===== config.mk =====
export PLATFORM = sky130hd
export DESIGN_NAME = counter_arbiter
export DESIGN_NICKNAME = d
export VERILOG_FILES = /design/src/rtl/counter_arbiter.sv
export SDC_FILE = /design/constraint.sdc
export NUM_CORES = 1
export LEC_CHECK = 0
export CAP_MARGIN = 20
export CORE_MARGIN = 10
export CORE_UTILIZATION = 51
export CTS_CLUSTER_SIZE = 24
export DETAILED_ROUTE_END_ITERATION = 10
export GPL_ROUTABILITY_DRIVEN = 0
export GPL_TIMING_DRIVEN = 0
export PLACE_DENSITY = 0.85
export SLEW_MARGIN = 30
export SYNTH_ARGS = -nofsm -noshare
export SYNTH_HDL_FRONTEND = slang
export SYNTH_SLANG_ARGS = --single-unit

===== constraint.sdc =====
create_clock -name clk -period 3.1 [get_ports clk]
set_input_delay 0.62 -clock clk [delete_from_list [all_inputs] [get_ports clk]]
set_output_delay 0.62 -clock clk [all_outputs]
set_load 0.05 [all_outputs]

===== src/rtl/counter_arbiter.sv =====
// Round-robin arbiter that lends one CW-bit interval counter to NREQ requesters.
// Define COUNTER_ABORT_EN to add the abort input and aborted output.
module counter_arbiter #(
  parameter int NREQ = 4,
  parameter int CW   = 6,
  parameter int IDW  = 2
) (
  input  logic              clk,
  input  logic              rst,
  input  logic [NREQ-1:0]   req,
  input  logic [NREQ*CW-1:0] len_flat,
`ifdef COUNTER_ABORT_EN
  input  logic              abort,
  output logic              aborted,
`endif
  output logic [NREQ-1:0]   gnt,
  output logic              busy,
  output logic [IDW-1:0]    owner,
  output logic [CW-1:0]     count,
  output logic [NREQ-1:0]   done
);

  localparam logic [1:0] S_IDLE  = 2'd0;
  localparam logic [1:0] S_COUNT = 2'd1;
  localparam logic [1:0] S_DONE  = 2'd2;

  logic [1:0]      state_q, state_d;
  logic [NREQ-1:0] gnt_q, gnt_d;
  logic            busy_q, busy_d;
  logic [IDW-1:0]  owner_q, owner_d;
  logic [CW-1:0]   count_q, count_d;
  logic [NREQ-1:0] done_q, done_d;
  logic [IDW-1:0]  rr_q, rr_d;
  logic [CW-1:0]   tgt_q, tgt_d;
  logic            aborted_q, aborted_d;
  logic            abort_hit;
  logic            win_found;
  logic [IDW-1:0]  win_idx;
  logic [CW-1:0]   tgt_m1;

`ifdef COUNTER_ABORT_EN
  assign abort_hit = abort;
  assign aborted   = aborted_q;
`else
  assign abort_hit = 1'b0;
`endif

  // Search starts one past the last winner, so the previous owner ranks last.
  always_comb begin
    win_found = 1'b0;
    win_idx   = '0;
    for (int k = 1; k <= NREQ; k++) begin
      if (!win_found && req[(int'(rr_q) + k) % NREQ]) begin
        win_found = 1'b1;
        win_idx   = IDW'((int'(rr_q) + k) % NREQ);
      end
    end
  end

  // target of 0 wraps to all-ones, giving a full 2^CW-cycle interval.
  assign tgt_m1 = tgt_q - 1'b1;

  always_comb begin
    state_d   = state_q;
    gnt_d     = gnt_q;
    busy_d    = busy_q;
    owner_d   = owner_q;
    count_d   = count_q;
    done_d    = '0;
    rr_d      = rr_q;
    tgt_d     = tgt_q;
    aborted_d = 1'b0;
    case (state_q)
      S_IDLE: begin
        if (win_found) begin
          state_d = S_COUNT;
          gnt_d   = NREQ'(1) << win_idx;
          busy_d  = 1'b1;
          owner_d = win_idx;
          count_d = '0;
          rr_d    = win_idx;
          tgt_d   = len_flat[int'(win_idx)*CW +: CW];
        end
      end
      S_COUNT: begin
        if (abort_hit || (count_q == tgt_m1)) begin
          state_d   = S_DONE;
          gnt_d     = '0;
          busy_d    = 1'b0;
          count_d   = '0;
          done_d    = gnt_q;
          aborted_d = abort_hit;
        end else begin
          count_d = count_q + 1'b1;
        end
      end
      S_DONE: state_d = S_IDLE;
      default: begin
        state_d = S_IDLE;
        gnt_d   = '0;
        busy_d  = 1'b0;
      end
    endcase
  end

  always_ff @(posedge clk or negedge rst) begin
    if (!rst) begin
      state_q   <= S_IDLE;
      gnt_q     <= '0;
      busy_q    <= 1'b0;
      owner_q   <= '0;
      count_q   <= '0;
      done_q    <= '0;
      rr_q      <= IDW'(NREQ - 1);
      aborted_q <= 1'b0;
    end else begin
      state_q   <= state_d;
      gnt_q     <= gnt_d;
      busy_q    <= busy_d;
      owner_q   <= owner_d;
      count_q   <= count_d;
      done_q    <= done_d;
      rr_q      <= rr_d;
      aborted_q <= aborted_d;
    end
  end

  always_ff @(posedge clk) begin
    tgt_q <= tgt_d;
  end

  assign gnt   = gnt_q;
  assign busy  = busy_q;
  assign owner = owner_q;
  assign count = count_q;
  assign done  = done_q;

`ifndef COUNTER_ABORT_EN
  logic unused_aborted;
  assign unused_aborted = aborted_q;
`endif

endmodule


==> results.txt <==
worst path bufs/invs: 1
Clock Root Buffer: clkbuf_4
Num Clock Sinks: 27
Post-CTS Setup Inserts: 0
reg2reg start: tgt_q[0]
die width: 76.24 um
Hold Vio Cnt, Final: 0
Setup crit end kind: output pin
DR pass1 iterations: 4
Netlist cell types: 44
headroom to the max-slew limit: 57.72%
largest net degree at the start of global routing: 22
Worst EP required: 2.48 ns
Final Skew: 0.01350 ns
RSZ-0062 raised after global routing: no
maxcap violations: 0
First DRT Iteration DRCs: 102
Leakage Power: 0.9060 nW
Die ar.: 5812 um^2
R2R Path End: gnt[1]
PostCTS Resize Cnt: 0
Fillers: 237
CP max stage delay: 0.86 ns
CP endpoint: count[3]
post-route ant nets: 0
most frequent cells in the layout: clkdlybuf4s50_1, mux2i_1, dfrtp_1
DP HPWL: 3.144 mm
synthesized netlist cell count: 151
worst hold path type: in2async
synthesis-to-layout area growth: 33.44%
Core Util, Final: 71.07%
DIE HEIGHT: 76.24 um
worst path arrival time: 1.70 ns
Core ar.: 3028 um^2
Placed Cells: 241
worst slew pin tran: 0.6285 ns
Reg2Reg Depth: 7
PwrDens: 817.9 nW/um^2
Total Power: 0.001760 W
CTS tree: done
GR Util All Layers: 12.95%
clk buf depth: 2
post-route clock period utilization: 74.94%
synthesized net count: 183
Final nets: 234
Crit. path cell count: 1
antenna cells: 0
H-tree levels: 1
post-synthesis register bit count: 27
Peak VDD IR: 570.0 uV
grt ovf: 0
max-slew violation count: 0
hold buffers post-CTS: 0
placement row count: 20
share of layout cells above drive strength 1: 11.94%
Fmax achieved: 0.4305 GHz
post-synthesis sequential area ratio: 43.91%
via count: 1323
R2R Setup Slk: 1.17 ns
worst path cell trace: clkdlybuf4s50_1
vias in the first global route: 1456
crit start category: register
IO buf count: 46
worst-path cell with the longest stage delay: clkdlybuf4s50_1
yosys warns: 0
CP Launch Point: count[3]
Clk Latency, worst-skew pair: 0.33 ns
Tmin final: 2.323 ns
DR DRC count: 0
critical path peak fanout: 7
crit path kind: reg2out
I/O Pins: 47
Post-Layout Cell Count: 245
initial antenna violation count: 0
CTS clk-pin slew, worst paths: 0.15 ns
Syn Std Cell Area: 1613 um^2
Post-Route Setup TNS: 0 ns
final setup vio count: 0
Starting Density: 53.26%
status: completed
drt wl/cell: 15.57 um
syn avg cell area: 10.68 um^2
first-pass GRT wire length: 6.451 mm
drt total wl: 3.815 mm
Avg Vias per Cell: 5.400
Num CTS Buffers: 3
commonest non-fill, non-tap cell in the layout: clkdlybuf4s50_1
CP top delay family: buffers and inverters
==> final cells by class <==
type,instances,area [um^2],share of cell area [%]
Clock buffer,3,22.52,1.047
Buffer,4,41.29,1.919
Timing Repair Buffer,46,455.4,21.16
Clock inverter,1,6.256,0.2907
Inverter,13,48.80,2.267
Multi-Input combinational cell,107,814.5,37.85
Sequential cell,27,708.2,32.91
Tap cell,44,55.05,2.558
==> sequential cells by signal, summed over array words and instances, names as in the netlist <==
signal	flops
rr_q	2
done	4
gnt	4
state_q	2
owner	2
count	6
busy	1
tgt_q	6
==> where the power goes <==
part	internal (W)	total, W	switching (W)	leakage [nW]
Combinational	0.000406	0.000994	0.000588	0.568
Clock	0.0000503	0.000155	0.000105	0.0183
Sequential	0.000494	0.000611	0.000117	0.319
Total	0.000950	0.00176	0.000810	0.906
==> cells in the mapped netlist (all sizes together) <==
cell type	n	share of area [%]
and3	1	0.39
o311ai	1	1.0
o211ai	2	1.2
inv	13	3.0
o2111ai	1	0.54
nor4	2	1.7
o221a	1	0.70
a211oi	1	0.78
xnor2	4	2.2
a32oi	1	0.54
xor2	4	2.2
or2b	2	0.93
buf	4	2.6
ha	2	1.6
a21oi	9	3.3
nor3	4	2.3
o21ai	9	3.5
mux2i	20	12
o221ai	2	1.1
and2	4	1.6
and2b	1	0.47
nand3	2	0.62
a21o	1	0.47
nand2	13	3.0
nand2b	4	1.6
nor2	10	2.5
o22ai	1	1.2
nand3b	1	0.47
dfrtp	19	29
o41ai	1	1.0
dfstp	2	3.3
edfxtp	6	11
nor3b	1	0.47
o31ai	2	0.93
==> logic make-up after synthesis <==
kind of cell / synth area share [%]
muxes: 12.41
buffers and inverters: 5.586
and+or+nand+nor: 15.90
xor gates and xnor gates: 4.344
adders and majority gates: 1.551
AOI/OAI and AO/OA: 16.29
DFF: 43.91
==> through the flow <==
step | hold slack (ns) | area [um^2] | worst slack (ns)
2_1_floorplan | 0.3244 | 1613 | 1.243
3_3_place_gp | 0.5131 | 2128 | 0.6005
3_5_place_dp | 0.5284 | 2128 | 0.5262
4_1_cts | 0.5466 | 2157 | 0.7448
5_1_grt | 0.2171 | 2152 | 0.6886
6_report | 0.2068 | 2152 | 0.7769
==> how the worst min path moves through the flow <==
| stage | end | slack, ns | depth (start not counted) |
|---|---|---|---|
| 2_1_floorplan | busy | 0.32 | 0 |
| 3_3_place_gp | rr_q[0] | 0.51 | 2 |
| 3_5_place_dp | rr_q[0] | 0.53 | 2 |
| 4_1_cts | rr_q[0] | 0.55 | 2 |
| 5_1_grt | gnt[0] | 0.22 | 1 |
| 6_report | gnt[0] | 0.21 | 1 |
==> routing by layer <==
metal  GRT usage, %  vias up  wire length [um]
met4          3.346        0                 7
met1          13.79      647              1569
met3          3.892        2               230
met5              0        -                 0
li1               -      644                 -
met2          24.06       30              2009
Power figures use the tool's default switching activity.
